===== config.mk =====
export PLATFORM = sky130hd
export DESIGN_NAME = muldiv_unit
export DESIGN_NICKNAME = d
export VERILOG_FILES = /design/src/rtl/muldiv_unit.sv
export SDC_FILE = /design/constraint.sdc
export NUM_CORES = 1
export LEC_CHECK = 0
export CAP_MARGIN = 20
export CELL_PAD_IN_SITES_DETAIL_PLACEMENT = 0
export CELL_PAD_IN_SITES_GLOBAL_PLACEMENT = 1
export CORE_MARGIN = 2
export CORE_UTILIZATION = 40
export DETAILED_ROUTE_END_ITERATION = 12
export HOLD_SLACK_MARGIN = 0.1
export MAX_ROUTING_LAYER = met4
export PLACE_DENSITY_LB_ADDON = 0.1
export SLEW_MARGIN = 10
export SYNTH_ARGS = -nofsm -noshare
export SYNTH_HDL_FRONTEND = slang
export SYNTH_SLANG_ARGS = --single-unit

===== constraint.sdc =====
create_clock -name clk -period 4.1 [get_ports clk]
set_clock_uncertainty 0.2 [all_clocks]
set_input_delay 0.82 -clock clk [delete_from_list [all_inputs] [get_ports clk]]
set_output_delay 0.82 -clock clk [all_outputs]
set_load 0.05 [all_outputs]

===== src/rtl/muldiv_unit.sv =====
// ---------------------------------------------------------------------------
// muldiv_unit
//   Iterative multiply / divide / modulo execution unit for the multicycle
//   controller. MUL uses LSB-first shift-add. DIV and MOD use MSB-first
//   restoring division. Each operation takes 32 iterations: done pulses
//   33 cycles after start is accepted. Divide-by-zero and unsupported
//   opcodes skip the iterations, so done pulses on the next cycle.
//
//   Optional build macro: MULDIV_SIGNED_EN
//     Defined   : operands are two's complement. The core works on
//                 magnitudes, and the result sign is applied on the way
//                 into DONE.
//     Undefined : all operations are unsigned.
//
// Ports
//   clk     in   system clock; all state updates on posedge
//   reset   in   synchronous, active-high reset
//   start   in   request; sampled only in IDLE
//   opcode  in   [4:0] operation select, sampled with start
//   alu0    in   [31:0] multiplicand / dividend, sampled with start
//   alu1    in   [31:0] multiplier / divisor, sampled with start
//   busy    out  high in CALC and DONE
//   done    out  one-cycle pulse; result/err valid in this cycle
//   result  out  [31:0] product low word, quotient or remainder (held)
//   err     out  divide-by-zero or unsupported opcode (held with result)
// ---------------------------------------------------------------------------
module muldiv_unit #(
    parameter logic [4:0] OP_MUL = 5'd16,
    parameter logic [4:0] OP_DIV = 5'd17,
    parameter logic [4:0] OP_MOD = 5'd18
) (
    input  logic        clk,
    input  logic        reset,
    input  logic        start,
    input  logic [4:0]  opcode,
    input  logic [31:0] alu0,
    input  logic [31:0] alu1,
    output logic        busy,
    output logic        done,
    output logic [31:0] result,
    output logic        err
);

    localparam logic [1:0] S_IDLE = 2'd0;
    localparam logic [1:0] S_CALC = 2'd1;
    localparam logic [1:0] S_DONE = 2'd2;

    logic [1:0]  r_state;
    logic [4:0]  r_count;
    logic [4:0]  r_op;
    logic [31:0] r_a;      // MUL: shifted multiplicand; DIV: dividend in, quotient out
    logic [31:0] r_b;      // MUL: shifted multiplier;   DIV: divisor
    logic [31:0] r_acc;    // MUL: product accumulator;  DIV: partial remainder
    logic [31:0] r_result;
    logic        r_err;
`ifdef MULDIV_SIGNED_EN
    logic        r_neg;    // negate the unsigned core result in DONE
`endif

    logic        w_supported;
    logic        w_div_zero;
    logic [31:0] w_mag0;
    logic [31:0] w_mag1;
    logic        w_neg_in;
    logic [32:0] w_rem_shift;
    logic        w_q_bit;
    logic [31:0] w_a_nxt;
    logic [31:0] w_b_nxt;
    logic [31:0] w_acc_nxt;
    logic [31:0] w_raw;
    logic [31:0] w_final;

    // NOTE: every signal in this block gets a default first, so that no path
    //       leaves a variable unassigned and infers a latch.
    always_comb begin
        w_supported = (opcode == OP_MUL) || (opcode == OP_DIV) || (opcode == OP_MOD);
        w_div_zero  = ((opcode == OP_DIV) || (opcode == OP_MOD)) && (alu1 == 32'd0);

`ifdef MULDIV_SIGNED_EN
        w_mag0   = alu0[31] ? (32'd0 - alu0) : alu0;
        w_mag1   = alu1[31] ? (32'd0 - alu1) : alu1;
        // A remainder follows the dividend's sign. A product or quotient is
        // negative when the two operand signs differ.
        w_neg_in = (opcode == OP_MOD) ? alu0[31] : (alu0[31] ^ alu1[31]);
`else
        w_mag0   = alu0;
        w_mag1   = alu1;
        w_neg_in = 1'b0;
`endif

        // Restoring-division step: bring in the next dividend bit, then
        // subtract when it fits. After a subtract the remainder is below the
        // divisor, so it always fits in 32 bits.
        w_rem_shift = {r_acc, r_a[31]};
        w_q_bit     = (w_rem_shift >= {1'b0, r_b});

        w_a_nxt   = r_a;
        w_b_nxt   = r_b;
        w_acc_nxt = r_acc;
        if (r_op == OP_MUL) begin
            w_acc_nxt = r_b[0] ? (r_acc + r_a) : r_acc;
            w_a_nxt   = {r_a[30:0], 1'b0};
            w_b_nxt   = {1'b0, r_b[31:1]};
        end else begin
            w_acc_nxt = w_q_bit ? (w_rem_shift[31:0] - r_b) : w_rem_shift[31:0];
            w_a_nxt   = {r_a[30:0], w_q_bit};
        end

        w_raw = (r_op == OP_DIV) ? w_a_nxt : w_acc_nxt;
`ifdef MULDIV_SIGNED_EN
        w_final = r_neg ? (32'd0 - w_raw) : w_raw;
`else
        w_final = w_raw;
`endif
    end

    // NOTE: sequential state uses non-blocking assignments only. All
    //       registers then update together at the edge, with no
    //       ordering races between blocks.
    always_ff @(posedge clk) begin
        if (reset) begin
            r_state  <= S_IDLE;
            r_count  <= 5'd0;
            r_op     <= 5'd0;
            r_a      <= 32'd0;
            r_b      <= 32'd0;
            r_acc    <= 32'd0;
            r_result <= 32'd0;
            r_err    <= 1'b0;
`ifdef MULDIV_SIGNED_EN
            r_neg    <= 1'b0;
`endif
        end else begin
            case (r_state)
                S_IDLE: begin
                    if (start) begin
                        if (!w_supported) begin
                            r_result <= 32'd0;
                            r_err    <= 1'b1;
                            r_state  <= S_DONE;
                        end else if (w_div_zero) begin
                            // Raw alu0 is returned for MOD, including in the
                            // signed build.
                            r_result <= (opcode == OP_DIV) ? 32'hFFFF_FFFF : alu0;
                            r_err    <= 1'b1;
                            r_state  <= S_DONE;
                        end else begin
                            r_op    <= opcode;
                            r_a     <= w_mag0;
                            r_b     <= w_mag1;
                            r_acc   <= 32'd0;
                            r_count <= 5'd31;
`ifdef MULDIV_SIGNED_EN
                            r_neg   <= w_neg_in;
`endif
                            r_state <= S_CALC;
                        end
                    end
                end
                S_CALC: begin
                    r_a   <= w_a_nxt;
                    r_b   <= w_b_nxt;
                    r_acc <= w_acc_nxt;
                    if (r_count == 5'd0) begin
                        // Last iteration: its outcome goes straight into
                        // the output registers, so there is no extra cycle.
                        r_result <= w_final;
                        r_err    <= 1'b0;
                        r_state  <= S_DONE;
                    end else begin
                        r_count <= r_count - 5'd1;
                    end
                end
                S_DONE:  r_state <= S_IDLE;
                default: r_state <= S_IDLE;
            endcase
        end
    end

`ifndef MULDIV_SIGNED_EN
    logic w_unused;
    assign w_unused = w_neg_in;
`endif

    assign busy   = (r_state != S_IDLE);
    assign done   = (r_state == S_DONE);
    assign result = r_result;
    assign err    = r_err;

endmodule


# Yosys cells after proc, flatten, opt, wreduce, memory -nomap -nowiden
# Cells that the tools add are included.
# op_classes
add_sub_neg	3
n_mux	39
reduce_logical	15
magnitude_cmp	1
n_bitwise	1
eq_ne	14
# op_table
op	count
2-to-1 mux 32 bit	19
case mux 32 bit (2 select lines)	4
>= comparator 33 x 32 -> 1 bit	1
adder 32 bit	1
logical NOT 32 bit	1
subtractor 32 bit	1
equality test 5 bit (second input constant)	5
2-to-1 mux 5 bit	4
inequality test 2 bit (second input constant)	6
AND reduction 4 bit	3
case mux 5 bit (2 select lines)	1
AND reduction 5 bit	2
2-to-1 mux 2 bit	4
logical NOT 5 bit	1
2-to-1 mux 1 bit	5
subtractor 5 x 1 -> 5 bit (second input constant)	1
case mux 2 bit (2 select lines)	1
nonzero test 2 bit	2
logical OR 1 bit	3
inequality test 3 bit (second input constant)	1
equality test 2 x 1 -> 1 bit (second input constant)	1
equality test 2 bit (second input constant)	1
logical NOT 2 bit	1
case mux 1 bit (2 select lines)	1
3 further kinds	3
# word_totals
elab_cells	81
ff_bits	141
output_inout_bits	35
in_bits	72

# Logic depth before layout (Yosys ltp)
# Gate-level depths: netlist of the first run.
# depth
ltp_word	7
ltp_mapped	16
depth_no_buf	14

# Worst setup path before layout of the first run
# No wires, ideal clock.
# synth_timing
path_kind	flip-flop to flip-flop
from	register r_b[30]
to	register r_result[13], in the netlist result[13]
synth_period_minus_slack_ns	3.184
arrival_ns	2.899
setup_slack_ns	0.916
path_stages_with_launch	15
required_ns	3.814
setup_ns	0.086
cell_sequence	dfxtp_1 inv_1 ha_1 a21o_1 a2111oi_0 a21oi_1 or3_1 buf_2 or2_1 buf_4 buf_6 mux2i_1 a22oi_1 a221oi_2 a211oi_1
# synth_between
elab_chain_cells	6
# synth_lines
item	line_no	rtl
start: declaration	52	logic [31:0] r_b;
start signal: assignment	150	r_b <= w_mag1;
start signal: assignment	162	r_b <= w_b_nxt;
>= comparator 33 x 32 -> 1 bit	95	w_q_bit = (w_rem_shift >= {1'b0, r_b});
2-to-1 mux 32 bit	105	w_acc_nxt = w_q_bit ? (w_rem_shift[31:0] - r_b) : w_rem_shift[31:0];
2-to-1 mux 32 bit	100	if (r_op == OP_MUL) begin
2-to-1 mux 32 bit	109	w_raw = (r_op == OP_DIV) ? w_a_nxt : w_acc_nxt;
2-to-1 mux 32 bit	164	if (r_count == 5'd0) begin
case mux 32 bit (2 select lines)	134	case (r_state)
end signal: assignment	144	r_result <= (opcode == OP_DIV) ? 32'hFFFF_FFFF : alu0;
end signal: assignment	167	r_result <= w_final;
end: declaration	54	logic [31:0] r_result;
# No other way between the ends. The select of a mux whose other input is x is not followed.
# A chain may end at the register's enable or synchronous reset.

# Final worst setup path of the first run
# layout_timing
from	register r_a[31]
to	register r_result[24], in the netlist result[24]
# layout_between
elab_chain_cells	6
elab_cells_between_ends	7
classes_between	1 x add/sub; 1 x order compare; 5 x mux
# layout_lines
item	line_no	rtl
start: declaration	51	logic [31:0] r_a;
start signal: assignment	149	r_a <= w_mag0;
start signal: assignment	161	r_a <= w_a_nxt;
subtractor 32 bit / >= comparator 33 x 32 -> 1 bit (equally long branches)	105, 95	
2-to-1 mux 32 bit *	105	
2-to-1 mux 32 bit *	100	
2-to-1 mux 32 bit *	109	
2-to-1 mux 32 bit *	164	
case mux 32 bit (2 select lines) *	134	
# Every way passes the cells marked *; elsewhere a longest branch is shown, timed or not. The select of a mux whose other input is x is not followed.

==> impl_metrics.ini, run 1 <==
[run_status]
outcome = finished clean

[logic_synthesis]
synth.avg_cell_area_um2 = 7.16
synth-seq-area-share_pct = 26.1
synth.net_count = 1649
multiplexer_share_of_the_synthesized_area_pct = 0.752
synth-simple-area-share_pct = 24.6
netlist_area_mm2 = 0.0108
ys_types = 78
synthCells = 1510
async_s_r_ff_share_synth_pct = 0
synth_xor_area_share_pct = 3.89
synthAdderAreaFrac_pct = 7.98
dominant_combinational_cell_family_by_area_after_synthesis = compound AO/OA/AOI/OAI gates
synth_enable_flop_cells = 0
synth_warnings = 0
dominantRegCellSynth = dfxtp_1
synth-compound-area-share_pct = 30.8
ys_ff_latch = 141

[worst_hold_path]
min-delay-path-class = register to register

[routing]
dr.first_iter.drc_count = 1047
remaining_drc_errors = 0
ant_nets = 0
wire_per_inst_um = 18.8
first_pass_iters = 6
via_count = 11300
wirelength_mm = 36.3
route.detailed.vias_per_inst = 5.88

[cts]
cts-buffers-inserted = 17
number_of_sinks_handled_by_clock_tree_synthesis = 141
clkTransAtPathRegs_ps = 70
cts.root.buffer_cell = clkbuf_16
ctsLongestPathBuffers = 2
hold_fix_buffers_at_cts = 0
tritoncts = yes
clock_latency_ps = 450
cts-htree-levels = 4
cts.repair_timing.setup_buffer_count = 0

[power_and_ir_drop]
vdd_ir_drop_max_mv = 0.272
clock_power_share_pct = 36.3
pwr-share-comb_pct = 31.2
leakagePower_nw = 4.99
power.density_cell_area_mw_per_mm2 = 349
fraction_of_power_spent_switching_nets_pct = 36.2
pint_mw = 2.90
net_switching_power_figure_mw = 1.64
power_frac_seq_pct = 32.5
total_power_mw = 4.54

[critical_path]
timing.setup.critical_path_class = register to register
worst_r2r_path_depth = 14
crit_arrival_ps = 4000
minimum_setup_slack_among_reg_to_reg_paths_ps = 250
critical_path_endpoint_category = register
critical_path.startpoint = r_a[31]
cells_along_the_critical_path = inv_1 > ha_1 > inv_1 > fa_1 > a211oi_1 > nor4_1 > a211o_1 > a31o_2 > nor2_1 > o21ai_0 > xnor2_1 > o31ai_1 > nand3_1 > a311oi_1
critPathCapture = result[24]
crit-reg2reg-capture = result[24]
critical-path-top-cell-by-count = inv_1
cp_launch_type = register
critical_path.max_fanout = 3
required_ps = 4250
timing.rr.start = r_a[31]
slowest_stage = fa_1
critPathMaxStageDelay_ps = 430

[floorplan]
coreArea_mm2 = 0.0267
floorplan.die.width_um = 168
placement_rows = 60
boundaryPins = 107
initial_utilization_pct = 40.5
floorplan_die_area_mm2 = 0.0284
chipHeight_um = 168

[sta]
hold_violations = 0
max_freq_mhz = 260
minimum_period_implied_by_the_final_worst_setup_slack_ps = 3850
fin_hold_ws_ps = 281
tns_ps = 0
slew_viol_final = 0
period_share_pct = 93.9
final-setup-viol-count = 0
tightestPinTransition_ps = 635
rsz0062_at_grt = false
relSlewSlack_pct = 57.6

[grt]
groute.usage.overall_pct = 26.4
maximum_number_of_pins_on_one_net_before_global_route_repair = 84
grt.overflow.total = 0
vias_in_the_first_global_route = 10400
global_route_wire_length_before_repair_mm = 58.0
number_of_antenna_violations_at_the_first_check_in_global_routing = 0

[layout]
final_layout_size_suffix_gt1_share_pct = 7.06
layout.cell_area.non_filler_mm2 = 0.0130
post_layout_net_count = 1713
antenna-diode-count = 0
layout-area-overhead-vs-synth_pct = 20.1
final_core_util_pct = 48.6

[placed_design]
portBuffers = 106
gpl.final_weighted_congestion = 0.917
dpl_cell_area_mm2 = 0.0124
detailedPlacementHpwl_mm = 27.3

[job]
drv.max_cap_violation_count = 0
[logic make-up (layout without fill, tap and decap cells)]
logic type | Yosys count | after routing
and+or+nand+nor | 616 | 616
AOI/OAI and AO/OA | 464 | 464
buffers and inverters | 165 | 242
DFF | 141 | 141
adders and majority gates | 68 | 68
xor gates and xnor gates | 48 | 48
muxes | 8 | 8
[per-stage QoR]
stage,cells,worst slack (ps)
after floorplan,1510,916
after global placement,1896,0.721
after detailed placement,1896,-92.9
after CTS,1928,263
after global routing,1928,50.7
final,1928,250
[power by group through the flow]
stage	Combinational (mW)	Clock (mW)	Sequential [mW]
final	1.42	1.65	1.48
after global routing	1.53	1.72	1.48
after CTS	1.41	1.67	1.48
after floorplan	0.842	0	1.58
after detailed placement	1.40	0	1.51
after global placement	1.40	0	1.51
[layer usage]
| metal | share of wire (%) | wire length (µm) | track usage (%) |
|---|---|---|---|
| met5 | 0 | 0 | - |
| met3 | 6.2 | 2270 | 3.44 |
| met1 | 51 | 18600 | 39.4 |
| met2 | 42 | 15100 | 38.6 |
| met4 | 0.88 | 318 | 4.35 |
[worst min path at each step]
stage	from	to	slack, ps	cells after the start
after CTS	r_op[3]	r_op[3]	280	1
final	r_op[3]	r_op[3]	280	1
after detailed placement	r_op[4]	r_op[4]	270	2
after global placement	r_op[4]	r_op[4]	260	2
after global routing	r_op[2]	r_op[2]	310	1
after floorplan	r_op[4]	r_op[4]	230	2
[repair_timing]
action                                  CTS  global route
endpoints found under the setup margin    0             1
gates resized for setup                   0             1
hold endpoints to repair                  0             0
[worst max-delay path: cells and delay by family, from the launching register on]
| kind | cells | cell delay, ps |
|---|---|---|
| adders and majority gates | 2 | 590 |
| AOI/OAI and AO/OA | 6 | 1760 |
| buffers and inverters | 2 | 150 |
| and+or+nand+nor | 3 | 490 |
| xor gates and xnor gates | 1 | 160 |
| DFF | 1 | 410 |
[cells in the mapped netlist (19+ instances only)]
library cell	n	area [µm²]
o211ai_1	19	143
inv_1	50	188
dfxtp_1	141	2820
nor3_1	21	105
o21ai_0	43	215
a311oi_1	79	692
xor2_1	19	166
nand3_1	22	110
a22oi_1	19	143
nand2_1	226	848
a21oi_1	99	495
nor2b_1	19	119
a211oi_1	50	375
ha_1	65	813
nor2_1	248	931
clkbuf_1	94	353
a21o_1	31	233
a31oi_1	20	125
xnor2_1	29	254
a221oi_1	22	193
[area by class of cell]
cell class	count	area [µm²]
timing repair buffer	159	1540
clock inverter	15	174
tap	341	427
multi-input combinational	1204	7400
clock buffer	17	425
fill	2766	13700
sequential	141	2820
inverter	51	191
[layout by cell type, fill, tap and decap left out, types with 9 or more instances in the layout]
cell type        synthesis  final
xnor2_1                 29     29
nor2_1                 248    245
a31oi_1                 20     20
a311oi_1                79     79
nand4_1                 14     14
a21oi_1                 99     97
inv_1                   50     50
clkbuf_16                0     17
a22oi_1                 19     19
nand2_1                226    226
o21bai_1                 9      9
o21ai_0                 43     43
ha_1                    65     65
nor3_1                  21     21
clkdlybuf4s50_1          0    105
xor2_1                  19     19
nor4_1                  12     12
a21o_1                  31     31
o211ai_1                19     19
a211oi_1                50     49
nor2b_1                 19     18
a221oi_1                22     22
buf_4                    4     47
nand3_1                 22     22
dfxtp_1                141    141
[state kept, by name, summed over array words and instances, names as in the netlist]
register / cells
r_state: 2
r_a: 32
r_count: 5
r_acc: 32
result: 32
r_op: 5
r_b: 32
err: 1
Note: power is estimated with default switching activity, not from simulation.
==> run 2: changes to the inputs <==
- CORE_MARGIN: 2 -> 8
==> impl_metrics.ini, run 2 (synthesis gave the netlist of run 1 again) <==
[run_status]
outcome = finished clean

[grt]
grt.overflow.total = 0
global_route_wire_length_before_repair_mm = 58.9
maximum_number_of_pins_on_one_net_before_global_route_repair = 64
number_of_antenna_violations_at_the_first_check_in_global_routing = 0
vias_in_the_first_global_route = 10400
groute.usage.overall_pct = 22.9

[layout]
final_common_cell = nor2_1
final_layout_size_suffix_gt1_share_pct = 6.64
layout.cells.most_common_list = nor2_1 (245), nand2_1 (226), dfxtp_1 (141)
final-instance-count-excl-fill = 1923
post_layout_net_count = 1708
layout-area-overhead-vs-synth_pct = 19.8
antenna-diode-count = 0

[sta]
period_share_pct = 94.2
hold_violations = 0
relSlewSlack_pct = 50.6
slew_viol_final = 0
final-setup-viol-count = 0
fin_hold_ws_ps = 277
max_freq_mhz = 259
tightestPinTransition_ps = 741
minimum_period_implied_by_the_final_worst_setup_slack_ps = 3860
rsz0062_at_grt = false

[power_and_ir_drop]
leakagePower_nw = 4.97
power_frac_seq_pct = 32.4
power.density_cell_area_mw_per_mm2 = 352
vdd_ir_drop_max_mv = 0.266
pwr-share-comb_pct = 31.7
net_switching_power_figure_mw = 1.61
fraction_of_power_spent_switching_nets_pct = 35.3
pint_mw = 2.95
total_power_mw = 4.56
clock_power_share_pct = 35.9

[critical_path]
timing.rr.start = r_a[31]
slowest_stage = fa_1
crit_arrival_ps = 4010
critical-path-top-cell-by-count = inv_1
worstPathBufferInverterCount = 2
timing.setup.critical_path_class = register to register
crit-reg2reg-capture = result[24]
cells_along_the_critical_path = inv_1 > ha_1 > inv_1 > fa_1 > a211oi_1 > nor4_1 > a211o_1 > a31o_2 > nor2_1 > o21ai_0 > xnor2_1 > o31ai_1 > nand3_1 > a311oi_1
required_ps = 4240
worst-path-stages = 14
critPathCapture = result[24]
cp_launch_type = register
critical_path.max_fanout = 6
cp_top_family = compound AO/OA/AOI/OAI gates
minimum_setup_slack_among_reg_to_reg_paths_ps = 240
critical_path.startpoint = r_a[31]
critical_path_endpoint_category = register
critPathMaxStageDelay_ps = 420
worst_r2r_path_depth = 14

[worst_hold_path]
min-delay-path-class = register to register

[cts]
tritoncts = yes
clkTransAtPathRegs_ps = 70
cts.root.buffer_cell = clkbuf_16
cts.repair_timing.setup_buffer_count = 0
clock_latency_ps = 440
ctsLongestPathBuffers = 2
post_cts_resize_count = 0
cts-buffers-inserted = 17
hold_fix_buffers_at_cts = 0
cts-htree-levels = 4
number_of_sinks_handled_by_clock_tree_synthesis = 141

[floorplan]
floorplan.die.width_um = 180
floorplan_die_area_mm2 = 0.0326
placement_rows = 60
initial_utilization_pct = 40.5
chipHeight_um = 180
boundaryPins = 107
coreArea_mm2 = 0.0267

[placed_design]
detailedPlacementHpwl_mm = 27.7
gpl.final_weighted_congestion = 0.922
portBuffers = 106
placedCellCount = 1891

[job]
drv.max_cap_violation_count = 0

[routing]
wirelength_mm = 37.3
wire_per_inst_um = 19.4
ant_nets = 0
dr.first_iter.drc_count = 1045
remaining_drc_errors = 0
route.detailed.vias_per_inst = 5.87
first_pass_iters = 5
via_count = 11300
==> run 2: routing by layer <==
layer / track usage [%] / routed length, µm / vias to the layer above
met5: - / 0 / -
met4: 4.79 / 490 / 0
met3: 4.15 / 2140 / 30
met2: 31.4 / 14900 / 334
met1: 33.8 / 19800 / 5301
li1: - / - / 5627
==> run 2: worst register-to-register path, stage by stage (launching register included) <==
cell	delay, ps
dfxtp_1	410
inv_1	100
ha_1	170
inv_1	60
fa_1	420
a211oi_1	370
nor4_1	90
a211o_1	340
a31o_2	290
nor2_1	170
o21ai_0	120
xnor2_1	160
o31ai_1	380
nand3_1	200
a311oi_1	300
==> run 2: layout make-up <==
cell class                      instances  area (µm²)
Clock buffer                           21         470
Inverter                               51         191
Sequential cell                       141        2820
Clock inverter                         11         133
Multi-Input combinational cell       1204        7400
Tap cell                              341         427
Timing Repair Buffer                  154        1520
Fill cell                            2725       13800
==> run 2: how the worst min path moves through the flow <==
stage	from	end	cells past startpoint
floorplan	r_op[4]	r_op[4]	2
global placement	r_op[4]	r_op[4]	2
detailed placement	r_op[4]	r_op[4]	2
CTS	r_op[2]	r_op[2]	1
global route	r_op[2]	r_op[2]	1
finish	r_op[3]	r_op[3]	1
==> run 2: power groups by stage <==
stage	registers, mW	clock network, mW	logic [mW]
2_1_floorplan	1.58	0	0.842
3_3_place_gp	1.51	0	1.42
3_5_place_dp	1.51	0	1.42
4_1_cts	1.48	1.67	1.43
5_1_grt	1.49	1.71	1.56
6_report	1.48	1.64	1.44
==> run 2: per-stage QoR <==
stage / setup WS [ps] / setup TNS [ps] / cell area [µm²] / util [%]
finish: 237 / 0 / 13000 / 48.5
global route: 0.0955 / 0 / 13000 / 48.5
CTS: 270 / 0 / 13000 / 48.5
detailed placement: -127 / -1590 / 12400 / 46.2
global placement: -80.0 / -978 / 12400 / 46.2
floorplan: 916 / 0 / 10800 / -
==> run 3: changes to the inputs <==
- ABC_CLOCK_PERIOD_IN_PS: unset -> 4100
==> results of run 3 <==
Same layout as run 2: the final DEF is identical, and so are final timing and power.
